==> src/rtl/wb_activity_leds_pkg.sv <==
// rtl/wb_activity_leds_pkg.sv - shared types for the Wishbone activity LED monitor
package wb_activity_pkg;

    localparam int DAT_W = 32;

    typedef enum logic [1:0] {IDLE, PEND, ERR} state_t;

    typedef enum logic [1:0] {VIEW_CNT, VIEW_ACT, VIEW_ERR, VIEW_DAT} view_t;

    typedef struct packed {
        logic             stb;
        logic             we;
        logic [DAT_W-1:0] dat;
    } wb_ctrl_t;

    typedef struct packed {
        logic             ack;
        logic [DAT_W-1:0] dat;
    } wb_peri_t;

    // Channel-select width; a single channel still gets a 1-bit select.
    function automatic int sel_w(input int n);
        return (n > 1) ? $clog2(n) : 1;
    endfunction

endpackage

==> src/rtl/wb_activity_leds_if.sv <==
// rtl/wb_activity_leds_if.sv - bundle of snooped Wishbone controller/peripheral links
interface wb_activity_leds_if #(
    parameter int pChannels = 1
);
    import wb_activity_pkg::*;

    wb_ctrl_t wb_c [pChannels];
    wb_peri_t wb_p [pChannels];

    modport master (output wb_c, output wb_p);
    modport slave  (input  wb_c, input  wb_p);

endinterface

==> src/rtl/wb_activity_leds_chan.sv <==
// rtl/wb_activity_leds_chan.sv - per-link transfer counter, stall detector, stretcher, snapshot
module wb_chan_monitor
    import wb_activity_pkg::*;
#(
    parameter int pCntW    = 8,
    parameter int pHold    = 2**20,
    parameter int pTimeout = 1024
) (
    input  logic             clk,
    input  logic             rst,
    input  wb_ctrl_t         c,
    input  wb_peri_t         p,
    input  logic             clr_err,
    output logic [pCntW-1:0] cnt,
    output logic             pend,
    output logic             act,
    output logic             err,
    output logic             last_we,
    output logic [DAT_W-1:0] last_dat
);

    localparam int TW = $clog2(pTimeout);
    localparam int HW = $clog2(pHold + 1);
    localparam logic [TW-1:0] TMAX  = TW'(pTimeout - 1);
    localparam logic [HW-1:0] HLOAD = HW'(pHold);

    state_t        state;
    logic [TW-1:0] timer;
    logic [HW-1:0] hold;

    // An ack arriving on the expiry cycle is checked first, so it wins.
    always_ff @(posedge clk) begin
        if (!rst) begin
            state <= IDLE;
            cnt   <= '0;
            timer <= '0;
            err   <= 1'b0;
        end else begin
            case (state)
                IDLE: begin
                    if (c.stb && p.ack) begin
                        cnt <= cnt + 1'b1;
                    end else if (c.stb) begin
                        state <= PEND;
                        timer <= '0;
                    end
                end
                PEND: begin
                    if (p.ack) begin
                        state <= IDLE;
                        cnt   <= cnt + 1'b1;
                    end else if (timer == TMAX) begin
                        state <= ERR;
                        err   <= 1'b1;
                    end else begin
                        timer <= timer + 1'b1;
                    end
                end
                ERR: begin
                    if (clr_err) begin
                        state <= IDLE;
                        err   <= 1'b0;
                    end
                end
                default: state <= IDLE;
            endcase
        end
    end

    always_ff @(posedge clk) begin
        if (!rst) begin
            hold <= '0;
        end else if (c.stb || p.ack) begin
            hold <= HLOAD;
        end else if (hold != '0) begin
            hold <= hold - 1'b1;
        end
    end

    always_ff @(posedge clk) begin
        if (!rst) begin
            last_dat <= '0;
            last_we  <= 1'b0;
        end else if (c.stb && c.we) begin
            last_dat <= c.dat;
            last_we  <= 1'b1;
        end else if (p.ack && !c.we) begin
            last_dat <= p.dat;
            last_we  <= 1'b0;
        end
    end

    assign pend = (state == PEND);
    assign act  = (hold != '0);

endmodule

==> src/rtl/wb_activity_leds.sv <==
// rtl/wb_activity_leds.sv - multi-channel Wishbone activity monitor with selectable LED view
module wb_activity_leds
    import wb_activity_pkg::*;
#(
    parameter int pChannels = 1,
    parameter int pLeds     = 8,
    parameter int pCntW     = 8,
    parameter int pHold     = 2**20,
    parameter int pTimeout  = 1024
) (
    input  logic                            clk,
    input  logic                            rst,
    wb_activity_leds_if.slave               bus,
    input  logic [1:0]                      mode,
    input  logic [sel_w(pChannels)-1:0]     sel,
    input  logic                            clr_err,
    output logic [pLeds-1:0]                leds
);

    localparam int SW = sel_w(pChannels);
    localparam int CW = (pLeds > 4) ? pLeds - 4 : 1;

    logic [pCntW-1:0]     cnt_a [pChannels];
    logic [DAT_W-1:0]     dat_a [pChannels];
    logic [pChannels-1:0] pend_v, act_v, err_v, we_v;

    for (genvar i = 0; i < pChannels; i++) begin : g_chan
        wb_chan_monitor #(
            .pCntW    (pCntW),
            .pHold    (pHold),
            .pTimeout (pTimeout)
        ) u_chan (
            .clk      (clk),
            .rst      (rst),
            .c        (bus.wb_c[i]),
            .p        (bus.wb_p[i]),
            .clr_err  (clr_err),
            .cnt      (cnt_a[i]),
            .pend     (pend_v[i]),
            .act      (act_v[i]),
            .err      (err_v[i]),
            .last_we  (we_v[i]),
            .last_dat (dat_a[i])
        );
    end

    logic [pCntW-1:0] cnt_s;
    logic [DAT_W-1:0] dat_s;
    logic             pend_s, we_s;

    // Channel 0 is the fallback, which also covers out-of-range selects.
    always_comb begin
        cnt_s  = cnt_a[0];
        dat_s  = dat_a[0];
        pend_s = pend_v[0];
        we_s   = we_v[0];
        for (int i = 1; i < pChannels; i++) begin
            if (sel == SW'(i)) begin
                cnt_s  = cnt_a[i];
                dat_s  = dat_a[i];
                pend_s = pend_v[i];
                we_s   = we_v[i];
            end
        end
    end

    logic [3:0] flags;
    assign flags = {pend_s, we_s, we_s & (|dat_s), ~we_s & (|dat_s)};

    always_ff @(posedge clk) begin
        if (!rst) begin
            leds <= '0;
        end else begin
            case (view_t'(mode))
                VIEW_CNT: leds <= pLeds'({CW'(cnt_s), flags});
                VIEW_ACT: leds <= pLeds'(act_v);
                VIEW_ERR: leds <= pLeds'(err_v);
                VIEW_DAT: leds <= pLeds'(dat_s);
                default:  leds <= '0;
            endcase
        end
    end

endmodule

==> src/flat_wrapper.sv <==
// flat-port wrapper written by rule: the top's interface ports become plain ports
module wb_activity_leds_flat import wb_activity_pkg::*;
#(
    parameter int pChannels = 1,
    parameter int pLeds     = 8,
    parameter int pCntW     = 8,
    parameter int pHold     = 2**20,
    parameter int pTimeout  = 1024
)
  (clk, rst, mode, sel, clr_err, leds, bus_wb_c, bus_wb_p);
  wb_activity_leds_if #(.pChannels(pChannels)) bus_i ();
  input  logic clk;
  input  logic rst;
  input  logic [1:0] mode;
  input  logic [sel_w(pChannels)-1:0] sel;
  input  logic clr_err;
  output logic [pLeds-1:0] leds;
  input wire logic [$bits(bus_i.wb_c)-1:0] bus_wb_c;
  input wire logic [$bits(bus_i.wb_p)-1:0] bus_wb_p;
  assign bus_i.wb_c = {>>{bus_wb_c}};
  assign bus_i.wb_p = {>>{bus_wb_p}};
  wb_activity_leds #(.pChannels(pChannels), .pLeds(pLeds), .pCntW(pCntW), .pHold(pHold), .pTimeout(pTimeout)) u_core (.clk(clk), .rst(rst), .bus(bus_i), .mode(mode), .sel(sel), .clr_err(clr_err), .leds(leds));
endmodule
==> config.mk <==
export PLATFORM = sky130hd
export DESIGN_NAME = wb_activity_leds_flat
export DESIGN_NICKNAME = d
export VERILOG_FILES = /design/src/rtl/wb_activity_leds_pkg.sv /design/src/rtl/wb_activity_leds_if.sv /design/src/rtl/wb_activity_leds_chan.sv /design/src/rtl/wb_activity_leds.sv /design/src/flat_wrapper.sv
export SDC_FILE = /design/constraint.sdc
export NUM_CORES = 1
export LEC_CHECK = 0
export BUFFER_PORTS_ARGS = -buffer_cell sky130_fd_sc_hd__buf_2
export CORE_UTILIZATION = 59
export CTS_CLUSTER_DIAMETER = 150
export DETAILED_ROUTE_END_ITERATION = 10
export PLACE_DENSITY = 0.85
export SYNTH_ARGS = -nofsm -noshare
export SYNTH_HDL_FRONTEND = slang
export SYNTH_HIERARCHICAL = 1
export SYNTH_SLANG_ARGS = --single-unit
==> constraint.sdc <==
create_clock -name clk -period 3.4 [get_ports clk]
set_input_delay 0.68 -clock clk [delete_from_list [all_inputs] [get_ports clk]]
set_output_delay 0.68 -clock clk [all_outputs]
set_load 0.01 [all_outputs]
# Yosys cells after proc, flatten, opt, wreduce, memory -nomap -nowiden
# Cells that the tools add are included.
[op_classes]
n_addsub = 3
eq_ne = 15
n_mux = 25
bitwise = 4
n_reduce_logical = 18
[ops]
columns = ["op", "count"]
rows = [
  ["$mux 32", 2],
  ["$mux 21", 2],
  ["$mux 10", 4],
  ["$pmux 8 s4", 1],
  ["$reduce_or 32->1", 1],
  ["$reduce_bool 21->1", 1],
  ["$sub 21x1->21 const B", 1],
  ["$pmux 10 s2", 1],
  ["$mux 8", 2],
  ["$ne 2x2->1 const B", 8],
  ["$pmux 8 s2", 1],
  ["$add 10x1->10 const B", 1],
  ["$eq 10x10->1 const B", 1],
  ["$mux 2", 5],
  ["$add 8x1->8 const B", 1],
  ["$reduce_and 4->1", 2],
  ["$reduce_bool 2->1", 4],
  ["$eq 2x2->1 const B", 3],
  ["$pmux 2 s3", 1],
  ["$mux 1", 5],
  ["$reduce_and 5->1", 1],
  ["$eq 2x1->1 const B", 2],
  ["$logic_not 2->1", 2],
  ["$logic_and 1x1->1", 3],
  ["8 further kinds", 10],
]
[word_totals]
ff_bits = 83
input_bits = 73
output_inout_bits = 8
wordCells = 74

# Logic depth before layout (Yosys ltp)
# Gate-level depths: netlist (run 1).
[depth]
depth_word = 4
mapped_depth = 10
ltp_nobuf = 10

# Cells and area by module
# Netlist (run 1), hierarchy kept.
[by_module_without_submodules]
columns = ["module", "instances", "cells_each", "area_each_um2", "seq_area_each_um2"]
rows = [
  ["wb_chan_monitor", 1, 429, 3633.5, 1501.4],
  ["wb_activity_leds", 1, 43, 425.4, 160.2],
]

# Least setup slack after synthesis (run 1)
# No wires, ideal clock.
[synth_timing]
path_type = "input-to-reg"
startpoint = "in bus_wb_c[33]"
endpoint = "reg u_core.g_chan[0].u_chan.timer[4]"
setup_ns = 0.155
arrival_ns = 1.870
required_time_ns = 3.245
setup_slack_ns = 1.375
cell_stages = 6
n_path_buf = 1
path_cell_list = "buf_2 > nor2_1 > or4_1 > nor3b_1 > xnor2_1 > nor2_1"
[synth_between]
elab_chain_len = 3
word_cells_on_any_way = 4
classes_between = "2 x eq/ne; 2 x reduce/logical"
[synth_lines]
columns = ["element", "line_no", "text"]
rows = [
  ["from (decl)", "flat_wrapper.sv:18", "input wire logic [$bits(bus_i.wb_c)-1:0] bus_wb_c;"],
  ["$logic_and 1x1->1", "wb_activity_leds_chan.sv:41", "if (c.stb && p.ack) begin"],
  ["$ne 2x2->1 (no line)", "n/a", ""],
  ["$reduce_and 5->1 (no line) *", "n/a", ""],
  ["to (signal assigned)", "wb_activity_leds_chan.sv:56", "timer <= timer + 1'b1;"],
  ["to (decl)", "wb_activity_leds_chan.sv:28", "logic [TW-1:0] timer;"],
]
# Mark *: on every way between the ends. The rest lies on a longest branch, timed or not.
# A chain may end at the register's enable or synchronous reset.

# Final worst setup path (run 1)
[layout_timing]
startpoint = "reg u_core.g_chan[0].u_chan.hold[3]"
endpoint = "reg u_core.leds[0]"
[layout_between]
elab_chain_len = 2
[layout_lines]
columns = ["element", "line_no", "text"]
rows = [
  ["from (decl)", "wb_activity_leds_chan.sv:29", "logic [HW-1:0] hold;"],
  ["from (signal assigned)", "wb_activity_leds_chan.sv:76", "hold <= hold - 1'b1;"],
  ["$reduce_bool 21->1", "wb_activity_leds_chan.sv:94", "assign act = (hold != '0);"],
  ["net u_core.act_v", "wb_activity_leds.sv:25", "logic [pChannels-1:0] pend_v, act_v, err_v, we_v;"],
  ["$pmux 8 s4", "wb_activity_leds.sv:74", "case (view_t'(mode))"],
  ["to (signal assigned)", "wb_activity_leds.sv:75", "VIEW_CNT: leds <= pLeds'({CW'(cnt_s), flags});"],
  ["to (signal assigned)", "wb_activity_leds.sv:76", "VIEW_ACT: leds <= pLeds'(act_v);"],
  ["to (signal assigned)", "wb_activity_leds.sv:77", "VIEW_ERR: leds <= pLeds'(err_v);"],
  ["to (decl)", "wb_activity_leds.sv:17", "output logic [pLeds-1:0] leds"],
]
# The timed path passes the listed nets, and every way through them passes these cells.

==> impl_results.md, run 1 <==
- Status: finished, final reports clean
- Number of H-tree levels: 3
- Post-Layout Cell Count: approximately 610
- CTS resizes: 0
- Total Routing Usage GR: 28.0%
- Minimum clock period: 2.21 ns
- Fmax: approximately 0.45 GHz
- Ports: ~80
- Diodes inserted: 0
- CTS tree: built
- Final-report setup violation count: 0
- Max cap viols: 0
- Die Width: 83.2 um
- Core Area: 6350 um2
- Slowest cell on crit path: nor4_1
- Pwr/cell area: 535 nW/um2
- Final total power: 2.42 mW
- Slew headroom: roughly 40%
- Largest net degree at the start of global routing: 48
- Worst-Skew Late Latency: about 0.34 ns
- Vias: between 3,000 and 4,000
- Total wire length: 9260 um
- FF+latch area: between 1500 and 2000 um2
- Internal power: between 1.5 and 2 mW
- Post-Place Cells: between 500 and 600
- Initial antenna violation count: 0
- Reg power frac: 43.5%
- Final WS setup: around 1.2 ns
- Fill cells: 508
- Clock share of power: between 20% and 30%
- Worst Path Required: 3.59 ns
- DRC errors left: 0
- Crit start category: flip-flop
- DP Area: ~4300 um2
- Clock buffer depth: 2
- Vias per cell: 6.05
- DRT iter0 DRCs: 210
- Worst EP arrival: roughly 2.4 ns
- Hold Buf Count CTS: 0
- Layout Skew: 0.0103 ns
- P_leak: 2.11 nW
- Share of cells above drive strength 1: between 20% and 30%
- Die H: 83.2 um
- Grt ovf: 0
- Final nets: 600
- Final ANT Viol Nets: 0
- Syn nets: 532
- Post-DP HPWL: 6500 um
- Number of global-route vias before repair: ~3,600
- Final hold slack: 0.486 ns
- Full die area: 6920 um2
- Max Transition Viols Final: 0
- Final Hold Viols: 0
- Fin area: 4520 um2
- Core Util, Final: between 70 and 80%
- Clock transition at path regs: 0.09 ns
- CTS Sinks: 79
- DP Worst Slack: around 1.1 ns
- Combinational fraction of design power: 28.4%
- Setup Buffers After CTS: 0
- RSZ-0062 raised after global routing: no
- Syn Std Cell Area: approximately 3900 um2
- Critical path peak fanout: 8
- CP Capture Type: flip-flop
- Initial Util: 61.3%
- Root Buffer: clkbuf_8
- Yosys Warn Count: 6
- Post-Synthesis Cells: 455
- GP Congestion: 0.853
- Crit path cell chain: nor4_1 -> nand2_1 -> nor4_4 -> inv_1 -> mux2i_1 -> a21oi_1 -> nand2_1 -> a21oi_1
- Hold Crit Class: flip-flop to flip-flop
- Setup TNS: 0 ns
- FP Rows: 29
- Commonest non-fill, non-tap cells in the layout: buf_2, dfxtp_1, nand3_1, nand2_1, o211a_1
- CP max stage delay: ~0.5 ns
- Synth Area per Inst: about 8.5 um2
- Sw power: 0.789 mW
- Wire length of the first global-routing pass: about 16,000 um
- Drt pass-1 iters: 5
- CTS Buf Count: 9
- Area of the multi-input gates: 2180 um2
- Fin crit share: 65.1%
- Worst slew pin tran: 0.885 ns
- Area delta synth->final: 16.1%
- Sw frac: ~33%
- Critical path class: flip-flop to flip-flop
- VDD IR max: 0.348 mV
- Average wire per standard cell: about 15 um
- Port Buffers: 79
==> final cells by class <==
cell class              count  area share (%)
inverters                   6           0.499
clock buffers              11            2.91
repair buffers             86            9.92
well taps                  77            2.13
multi-input cells         341            48.2
flip-flops and latches     79            35.0
clock inverters             5            1.30
==> per-layer routing <==
| layer | up-vias | global-route usage, % | routed length [um] | share of wire [%] |
|---|---|---|---|---|
| li1 | 1797 | - | - | - |
| met1 | 1704 | 34.4 | 3900 | 42 |
| met2 | 140 | 47.2 | 4600 | 50 |
| met3 | 21 | 5.07 | 539 | 5.8 |
| met4 | 0 | 13.3 | 214 | 2.3 |
| met5 | - | 0 | 0 | 0 |
==> power by group through the flow <==
stage / logic [mW] / registers, mW / clock network [mW]
after floorplan: 0.524 / 1.06 / 0
after global placement: 0.654 / 1.07 / 0
after detailed placement: 0.678 / 1.07 / 0
after CTS: 0.685 / 1.05 / 0.691
after global routing: 0.765 / 1.06 / 0.735
final: 0.688 / 1.05 / 0.679
==> registers in the layout, indices dropped and copies added (netlist names) <==
name and cells:
u_core/g_chan.u_chan/state 2, u_core/g_chan.u_chan/hold 21, u_core/g_chan.u_chan/last_we 1, u_core/g_chan.u_chan/last_dat 32
u_core/leds 8, u_core/g_chan.u_chan/err 1, u_core/g_chan.u_chan/cnt 4, u_core/g_chan.u_chan/timer 10
==> worst paths after layout <==
check                                                                       from                   endpoint  slack, ns  cells after the start
worst min register to register  u_core/g_chan[0].u_chan/last_dat[1]$_SDFFE_PN0P_  u_core/leds[1]$_SDFF_PN0_       0.49                      2
worst min-delay path            u_core/g_chan[0].u_chan/last_dat[1]$_SDFFE_PN0P_  u_core/leds[1]$_SDFF_PN0_       0.49                      2
worst max register to register      u_core/g_chan[0].u_chan/hold[3]$_SDFFE_PP0P_  u_core/leds[0]$_SDFF_PN0_       1.19                      8
worst max-delay path                u_core/g_chan[0].u_chan/hold[3]$_SDFFE_PP0P_  u_core/leds[0]$_SDFF_PN0_       1.19                      8
==> critical path: cells and delay by family, from the launching register on <==
family                 cells  cell delay [ns]
AND/OR/NAND/NOR            4             1.25
AO/OA/AOI/OAI              2             0.15
buffers and inverters      1             0.13
multiplexers               1             0.14
flip-flops                 1             0.38
No activity file was read; power rests on OpenSTA's default activity.
==> inputs of run 2 (changes only) <==
--- a/config.mk
+++ b/config.mk
@@ -6,10 +6,10 @@
 export NUM_CORES = 1
 export LEC_CHECK = 0
 export BUFFER_PORTS_ARGS = -buffer_cell sky130_fd_sc_hd__buf_2
-export CORE_UTILIZATION = 59
+export CORE_UTILIZATION = 50
 export CTS_CLUSTER_DIAMETER = 150
 export DETAILED_ROUTE_END_ITERATION = 10
-export PLACE_DENSITY = 0.85
+export PLACE_DENSITY = 0.76
 export SYNTH_ARGS = -nofsm -noshare
 export SYNTH_HDL_FRONTEND = slang
 export SYNTH_HIERARCHICAL = 1
==> constraint.sdc (replaced) <==
create_clock -name clk -period 1.9 [get_ports clk]
set_input_delay 0.38 -clock clk [delete_from_list [all_inputs] [get_ports clk]]
set_output_delay 0.38 -clock clk [all_outputs]
set_load 0.01 [all_outputs]
==> run 2 against run 1 <==
Effect of this change:
- global-route usage down 4.3 points
- largest power group unchanged
- critical endpoint is now u_core/g_chan[0].u_chan/hold[17]$_SDFFE_PP0P_
- hold slack lost 0.22 ns
- critical path type unchanged
- sequential power grew 79%
- register-to-register slack got worse by 1.2 ns
==> impl_results.md, run 2 (synthesis results as in run 1) <==
- Worst slew pin tran: 0.523 ns (was 0.885 ns)
- CTS Buf Count: 9 (unchanged)
- Initial Util: 52.8% (was 61.3%)
- Final ANT Viol Nets: 0 (unchanged)
- Hold Crit Class: input pin to flip-flop (was flip-flop to flip-flop)
- DP Worst Slack: -0.0291 ns (was 1.07 ns)
- FP Rows: 31 (was 29)
- Fmax: 0.528 GHz (was 0.452 GHz)
- Setup TNS: 0 ns (unchanged)
- Max Transition Viols Final: 0 (unchanged)
- Number of global-route vias before repair: 3,446 (was 3,593)
- Met2 wire len: 4530 um (was 4600 um)
- DP Area: 4530 um2 (was 4330 um2)
- Minimum clock period: 1.89 ns (was 2.21 ns)
- Diodes inserted: 0 (unchanged)
- Pwr/cell area: 1010 nW/um2 (was 535 nW/um2)
- Fin area: 4820 um2 (was 4520 um2)
- Clock buffer depth: 2 (unchanged)
- Clock transition at path regs: 0.09 ns (about the same)
- M1 WL: 4190 um (was 3900 um)
- Average wire per standard cell: 14.4 um (was 15.3 um)
- Vias: 3,684 (was 3,662)
- FF+latch area: 1590 um2 (was 1580 um2)
- Layout Skew: 0.0114 ns (was 0.0103 ns)
- Area of the multi-input gates: 2210 um2 (was 2180 um2)
- CTS tree: built (unchanged)
- Worst EP arrival: 2.18 ns (was 2.40 ns)
- Largest register by flop count: u_core/g_chan.u_chan/last_dat (unchanged)
- RSZ-0062 raised after global routing: yes (was no)
- Largest net degree at the start of global routing: 48 (unchanged)
- Total wire length: 9370 um (was 9260 um)
- CP Capture Type: flip-flop (unchanged)
- DRT iter0 DRCs: 127 (was 210)
- Sw frac: 30.6% (was 32.6%)
- Sw power: 1.49 mW (was 0.789 mW)
- Die H: 90.2 um (was 83.2 um)
- P_leak: 2.27 nW (was 2.11 nW)
- Worst path bufs/invs: 1 (unchanged)
- Crit start category: flip-flop (unchanged)
- Max layer used: met4 (unchanged)
- Full die area: 8140 um2 (was 6920 um2)
- Drt pass-1 iters: 5 (unchanged)
- Final-report setup violation count: 0 (unchanged)
- Worst-Skew Late Latency: 0.35 ns (was 0.34 ns)
- Share of cells above drive strength 1: 28.6% (was 22.9%)
- Root Buffer: clkbuf_8 (unchanged)
- GP Congestion: 0.829 (was 0.853)
- Met3 WL post-DR: 545 um (was 539 um)
- Worst Path Required: 2.19 ns (was 3.59 ns)
- CP max stage delay: 0.47 ns (was 0.50 ns)
- Commonest non-fill, non-tap cells in the layout: buf_2, nand3_1, dfxtp_1, nand2_1, o211a_1 (was buf_2, dfxtp_1, nand3_1, nand2_1, o211a_1)
- Status: finished, final reports clean (unchanged)
- Vias per cell: 5.66 (was 6.05)
- Clock share of power: 30.6% (was 28.1%)
- Slew headroom: 64.8% (was 41.0%)
- Slowest cell on crit path: or4_1 (was nor4_1)
- VDD IR max: 0.450 mV (was 0.348 mV)
- Final Hold Viols: 0 (unchanged)
- Final hold slack: 0.263 ns (was 0.486 ns)
- Max FFs per register: 32 (unchanged)
- Combinational fraction of design power: 30.8% (was 28.4%)
- DRC errors left: 0 (unchanged)
- CP top delay family: simple AND/OR/NAND/NOR gates (unchanged)
- Max cap viols: 0 (unchanged)
- Final nets: 624 (was 600)
- Top flop regs: u_core/g_chan.u_chan/last_dat (32), u_core/g_chan.u_chan/hold (21), u_core/g_chan.u_chan/timer (10) (unchanged)
- Critical path class: flip-flop to flip-flop (unchanged)
- Total Routing Usage GR: 23.7% (was 28.0%)
- Hold Buf Count CTS: 0 (unchanged)
- Fill cells: 617 (was 508)
- CTS Sinks: 79 (unchanged)
- Final WS setup: 0.00735 ns (was 1.19 ns)
- Internal power: 3.37 mW (was 1.63 mW)
- Area delta synth->final: 23.8% (was 16.1%)
- Die Width: 90.2 um (was 83.2 um)
- Fin crit share: 99.6% (was 65.1%)
- Post-DP HPWL: 6660 um (was 6500 um)
- Grt ovf: 0 (unchanged)
- Crit path cell chain: inv_1 -> ha_1 -> nor2b_1 -> and4_2 -> and2_2 -> or4_1 -> nand2_1 (was nor4_1 -> nand2_1 -> nor4_4 -> inv_1 -> mux2i_1 -> a21oi_1 -> nand2_1 -> a21oi_1)
- Critical path peak fanout: 8 (unchanged)
- Initial antenna violation count: 0 (unchanged)
- Wire length of the first global-routing pass: 15,800 um (was 15,900 um)
- Number of H-tree levels: 3 (unchanged)
- Ports: 81 (unchanged)
- Leading cell type in the layout, fill and taps excluded: buf_2
- Reg power frac: 38.6% (was 43.5%)
- Port Buffers: 79 (unchanged)
- Core Area: 7370 um2 (was 6350 um2)
-- run 2: worst paths after layout --
path	from	slack [ns]	depth (start not counted)	to
worst max-delay path	u_core/g_chan[0].u_chan/hold[1]$_SDFFE_PP0P_	0.007	7	u_core/g_chan[0].u_chan/hold[17]$_SDFFE_PP0P_
worst min-delay path	bus_wb_p[8]	0.26	2	u_core/g_chan[0].u_chan/last_dat[8]$_SDFFE_PN0P_
worst max register to register	u_core/g_chan[0].u_chan/hold[1]$_SDFFE_PP0P_	0.007	7	u_core/g_chan[0].u_chan/hold[17]$_SDFFE_PP0P_
worst min register to register	u_core/g_chan[0].u_chan/hold[6]$_SDFFE_PP0P_	0.51	2	u_core/g_chan[0].u_chan/hold[6]$_SDFFE_PP0P_
-- run 2: what timing repair did --
action                                  in CTS  in global routing
resized for setup                            8                  8
endpoints found under the setup margin       3                 13
setup buffers                                1                  0
pin swaps                                    4                  8
gates cloned                                 0                  0
-- run 2: metrics by stage --
step	utilization, %	instances	total power [mW]
6_report	65.3	651	4.86
5_1_grt	65.3	651	5.13
4_1_cts	64.9	651	4.83
2_1_floorplan	-	455	2.83
3_5_place_dp	61.4	634	3.30
3_3_place_gp	61.4	634	3.27
-- run 2: final cells by class --
type                    instances  share of cell area [%]
well taps                      99                    2.57
flip-flops and latches         79                    32.9
clock buffers                  10                    2.65
inverters                       6                   0.468
multi-input cells             341                    46.0
clock inverters                 6                    2.26
repair buffers                110                    13.1
-- run 2: worst reg2reg max path, delay by kind of cell (launching register included) --
kind          cells  cell delay (ns)
fa+ha+maj         1             0.17
buf+inv           1             0.08
flops             1             0.38
simple gates      5             1.21
-- run 2: per-layer routing --
layer  GRT usage (%)  up-vias
li1                -     1841
met1            30.1     1710
met5               0        -
met2            39.8      122
met3            6.35       11
met4            5.91        0
-- run 2: power by group through the flow --
stage	Clock (mW)	Sequential, mW	Combinational, mW
after global routing	1.58	1.89	1.66
final	1.49	1.88	1.49
after CTS	1.51	1.87	1.44
after floorplan	0	1.89	0.938
after detailed placement	0	1.91	1.39
after global placement	0	1.90	1.37
==> inputs of run 3 (changes only) <==
--- a/config.mk
+++ b/config.mk
@@ -6,11 +6,10 @@
 export NUM_CORES = 1
 export LEC_CHECK = 0
 export BUFFER_PORTS_ARGS = -buffer_cell sky130_fd_sc_hd__buf_2
-export CORE_UTILIZATION = 50
+export CORE_UTILIZATION = 49
 export CTS_CLUSTER_DIAMETER = 150
 export DETAILED_ROUTE_END_ITERATION = 10
-export PLACE_DENSITY = 0.76
+export PLACE_DENSITY = 0.75
 export SYNTH_ARGS = -nofsm -noshare
 export SYNTH_HDL_FRONTEND = slang
-export SYNTH_HIERARCHICAL = 1
 export SYNTH_SLANG_ARGS = --single-unit
==> run 3 against run 2 <==
Effect of this change:
- combinational power down 26%
- register-to-register slack about the same
- total power down 4.5%
- clock power up 13%
- clock skew down 0.0011 ns
- cell area up 2.4%
- die area up 2.3%
- synthesized cell count up 1.1%
- fmax up 0.50%
- via count up 3.6%
- core utilization down 1.5 points
- largest cell class unchanged
- highest routed layer unchanged
==> impl_results.md, run 3 <==
- Status: finished, final reports clean (unchanged)
- CTS Sinks: 79 (unchanged)
- Max FFs per register: 32 (unchanged)
- Count leader, synth: dfxtp_1
- DRT iter0 DRCs: 163 (was 127)
- Worst Path Required: 2.14 ns (was 2.19 ns)
- Yosys Warn Count: 0 (was 6)
- Clock buffer depth: 2 (unchanged)
- CTS tree: built (unchanged)
- Syn Std Cell Area: 3900 um2 (was 3890 um2)
- Synth area leaders: dfxtp_1, nand3_1, o211a_1, nand2_1, clkbuf_1
- Fin crit share: 99.1% (was 99.6%)
- Fmax: 0.531 GHz (was 0.528 GHz)
- Worst slew pin tran: 0.514 ns (was 0.523 ns)
- Pwr/cell area: 940 nW/um2 (was 1010 nW/um2)
- Final hold slack: 0.266 ns (was 0.263 ns)
- Hold Crit Class: input pin to flip-flop (unchanged)
- Share of cells above drive strength 1: 30.1% (was 28.6%)
- Final nets: 630 (was 624)
- CTS Buf Count: 9 (unchanged)
- Post-DP HPWL: 7130 um (was 6660 um)
- P_leak: 2.34 nW (was 2.27 nW)
- GR Util met2: 42.9% (was 39.8%)
- Minimum clock period: 1.88 ns (was 1.89 ns)
- DP Area: 4570 um2 (was 4530 um2)
- Synth top cells by count: dfxtp_1, nand3_1, nand2_1, o211a_1, clkbuf_1
- Grt peak-use layer: met2 (unchanged)
- Seq cells post-synth: 79
- Drt pass-1 iters: 6 (was 5)
- Largest register by flop count: u_core.g_chan.u_chan.last_dat (was u_core/g_chan.u_chan/last_dat)
- Layout Skew: 0.0103 ns (was 0.0114 ns)
- Worst EP arrival: 2.12 ns (was 2.18 ns)
- Vias per cell: 5.77 (was 5.66)
- GP Congestion: 0.844 (was 0.829)
- Full die area: 8320 um2 (was 8140 um2)
- Primary FF master, synth: dfxtp_1
- Total Routing Usage GR: 24.3% (was 23.7%)
- Commonest non-fill, non-tap cells in the layout: buf_2, dfxtp_1, nand3_1, nand2_1, buf_4 (was buf_2, nand3_1, dfxtp_1, nand2_1, o211a_1)
- Syn nets: 536 (was 532)
- Slowest cell on crit path: or4_4 (was or4_1)
- Area delta synth->final: 26.4% (was 23.8%)
- Max Transition Viols Final: 0 (unchanged)
- Die H: 91.2 um (was 90.2 um)
- Vias: 3,817 (was 3,684)
- Slew headroom: 65.8% (was 64.8%)
- Leading cell type in the layout, fill and taps excluded: buf_2 (unchanged)
- Synth Area per Inst: 8.48 um2 (was 8.55 um2)
- Critical path class: flip-flop to flip-flop (unchanged)
- Post-Synthesis Cells: 460 (was 455)
- Initial antenna violation count: 0 (unchanged)
- Number of H-tree levels: 3 (unchanged)
- Grt ovf: 0 (unchanged)
- Post-Layout Cell Count: 661 (was 651)
- CP Capture Type: flip-flop (unchanged)
- Port Buffers: 79 (unchanged)
- GR Util met3: 4.77% (was 6.35%)
- Clock transition at path regs: 0.08 ns (was 0.09 ns)
- Top flop regs: u_core.g_chan.u_chan.last_dat (32), u_core.g_chan.u_chan.hold (21), u_core.g_chan.u_chan.timer (10) (was u_core/g_chan.u_chan/last_dat (32), u_core/g_chan.u_chan/hold (21), u_core/g_chan.u_chan/timer (10))
- DRC errors left: 0 (unchanged)
- Post-Place Cells: 644 (was 634)
- Die Width: 91.2 um (was 90.2 um)
- Crit path cell chain: or4_4 -> buf_6 -> nor4_4 -> buf_4 -> a211o_1 -> a21oi_2 (was inv_1 -> ha_1 -> nor2b_1 -> and4_2 -> and2_2 -> or4_1 -> nand2_1)
- Worst path bufs/invs: 2 (was 1)
- Final-report setup violation count: 0 (unchanged)
- Fin area: 4930 um2 (was 4820 um2)
- Top cell type's share of synthesized area: about two fifths
- Post-synthesis sequential area ratio: 40.5%
- Final Hold Viols: 0 (unchanged)
- FP Rows: 32 (was 31)
- Routing usage on met1: 30.8% (was 30.1%)
- Largest net degree at the start of global routing: 54 (was 48)
- Diodes inserted: 0 (unchanged)
- Area leader, netlist: dfxtp_1
- CP max stage delay: 0.55 ns (was 0.47 ns)
- VDD IR max: 0.628 mV (was 0.450 mV)
- Worst-Skew Late Latency: 0.35 ns (about the same)
- Final ANT Viol Nets: 0 (unchanged)
- Cell variety after synth: 51
- Average wire per standard cell: 15.1 um (was 14.4 um)
- Core Area: 7730 um2 (was 7370 um2)
- Number of global-route vias before repair: 3,676 (was 3,446)
- Wire length of the first global-routing pass: 16,500 um (was 15,800 um)
- Synth async-reset ratio: 0%
- Number of synthesized flops with an enable pin: 0
- Total wire length: 9980 um (was 9370 um)
- Max cap viols: 0 (unchanged)
- Initial Util: 50.5% (was 52.8%)
- Root Buffer: clkbuf_8 (unchanged)
- RSZ-0062 raised after global routing: yes (unchanged)
- Crit start category: flip-flop (unchanged)
- CP top delay family: simple AND/OR/NAND/NOR gates (unchanged)
- Ports: 81 (unchanged)
- Critical path peak fanout: 4 (was 8)
-- run 3: logic make-up (layout without fill, tap and decap cells) --
family	after synthesis	after routing	synth area share, %
compound gates	97	97	19.6
simple gates	236	236	33.1
buf+inv	37	136	3.85
mux	5	5	1.31
flops	79	79	40.5
xor+xnor	3	3	0.673
fa+ha+maj	3	3	0.962
-- run 3: power by group --
part           internal (mW)  total [mW]  switching (mW)  leakage, nW
Clock                   1.08        1.69           0.610        0.136
Combinational          0.528        1.11           0.582         1.55
Sequential              1.76        1.84          0.0843        0.649
Total                   3.36        4.64            1.28         2.34
-- run 3: cell type report --
type                            count  area (um2)
Tap cell                          102         128
Timing Repair Buffer              116         677
Clock buffer                       11         151
Inverter                            4        15.0
Sequential cell                    79        1590
Clock inverter                      5         128
Multi-Input combinational cell    344        2250
Fill cell                         668        2790
-- run 3: metal layers --
layer  wire length (um)  share of wire (%)  vias up
met5                  0                  0        -
met4                 63               0.63        0
met3                440                4.4        7
met2               5040                 50       92
met1               4440                 44     1809
li1                   -                  -     1909
-- run 3: timing repair --
| action | CTS | global route |
|---|---|---|
| pin swaps | 2 | 8 |
| buffers inserted | 0 | 1 |
| endpoints found under the setup margin | 2 | 20 |
| gates resized for setup | 4 | 19 |
| hold buffers | 0 | 0 |
-- run 3: worst paths after layout --
path	cells past startpoint	end	slack, ns	startpoint
min	2	u_core.g_chan[0].u_chan.last_dat[30]$_SDFFE_PN0P_	0.27	bus_wb_p[30]
max	6	u_core.g_chan[0].u_chan.hold[5]$_SDFFE_PP0P_	0.02	u_core.g_chan[0].u_chan.hold[16]$_SDFFE_PP0P_
max reg2reg	6	u_core.g_chan[0].u_chan.hold[5]$_SDFFE_PP0P_	0.02	u_core.g_chan[0].u_chan.hold[16]$_SDFFE_PP0P_
min reg2reg	2	u_core.g_chan[0].u_chan.timer[5]$_SDFFE_PN0P_	0.49	u_core.g_chan[0].u_chan.timer[5]$_SDFFE_PN0P_
-- run 3: metrics by stage --
stage	total power [mW]	setup TNS [ns]	utilization [%]	worst slack [ns]
final	4.64	0	63.8	0.0167
after global routing	4.85	-0.188	63.8	-0.0477
after CTS	4.59	0	62.9	0.00229
after detailed placement	2.89	-0.0147	59.1	-0.00885
after global placement	2.86	0	59.1	0.0148
after floorplan	2.52	0	-	0.0250
-- run 3: worst register-to-register path, delay by kind of cell, from the launching register on --
kind	cells	cell delay [ns]
buf+inv	2	0.36
flops	1	0.32
compound gates	2	0.18
simple gates	2	0.93
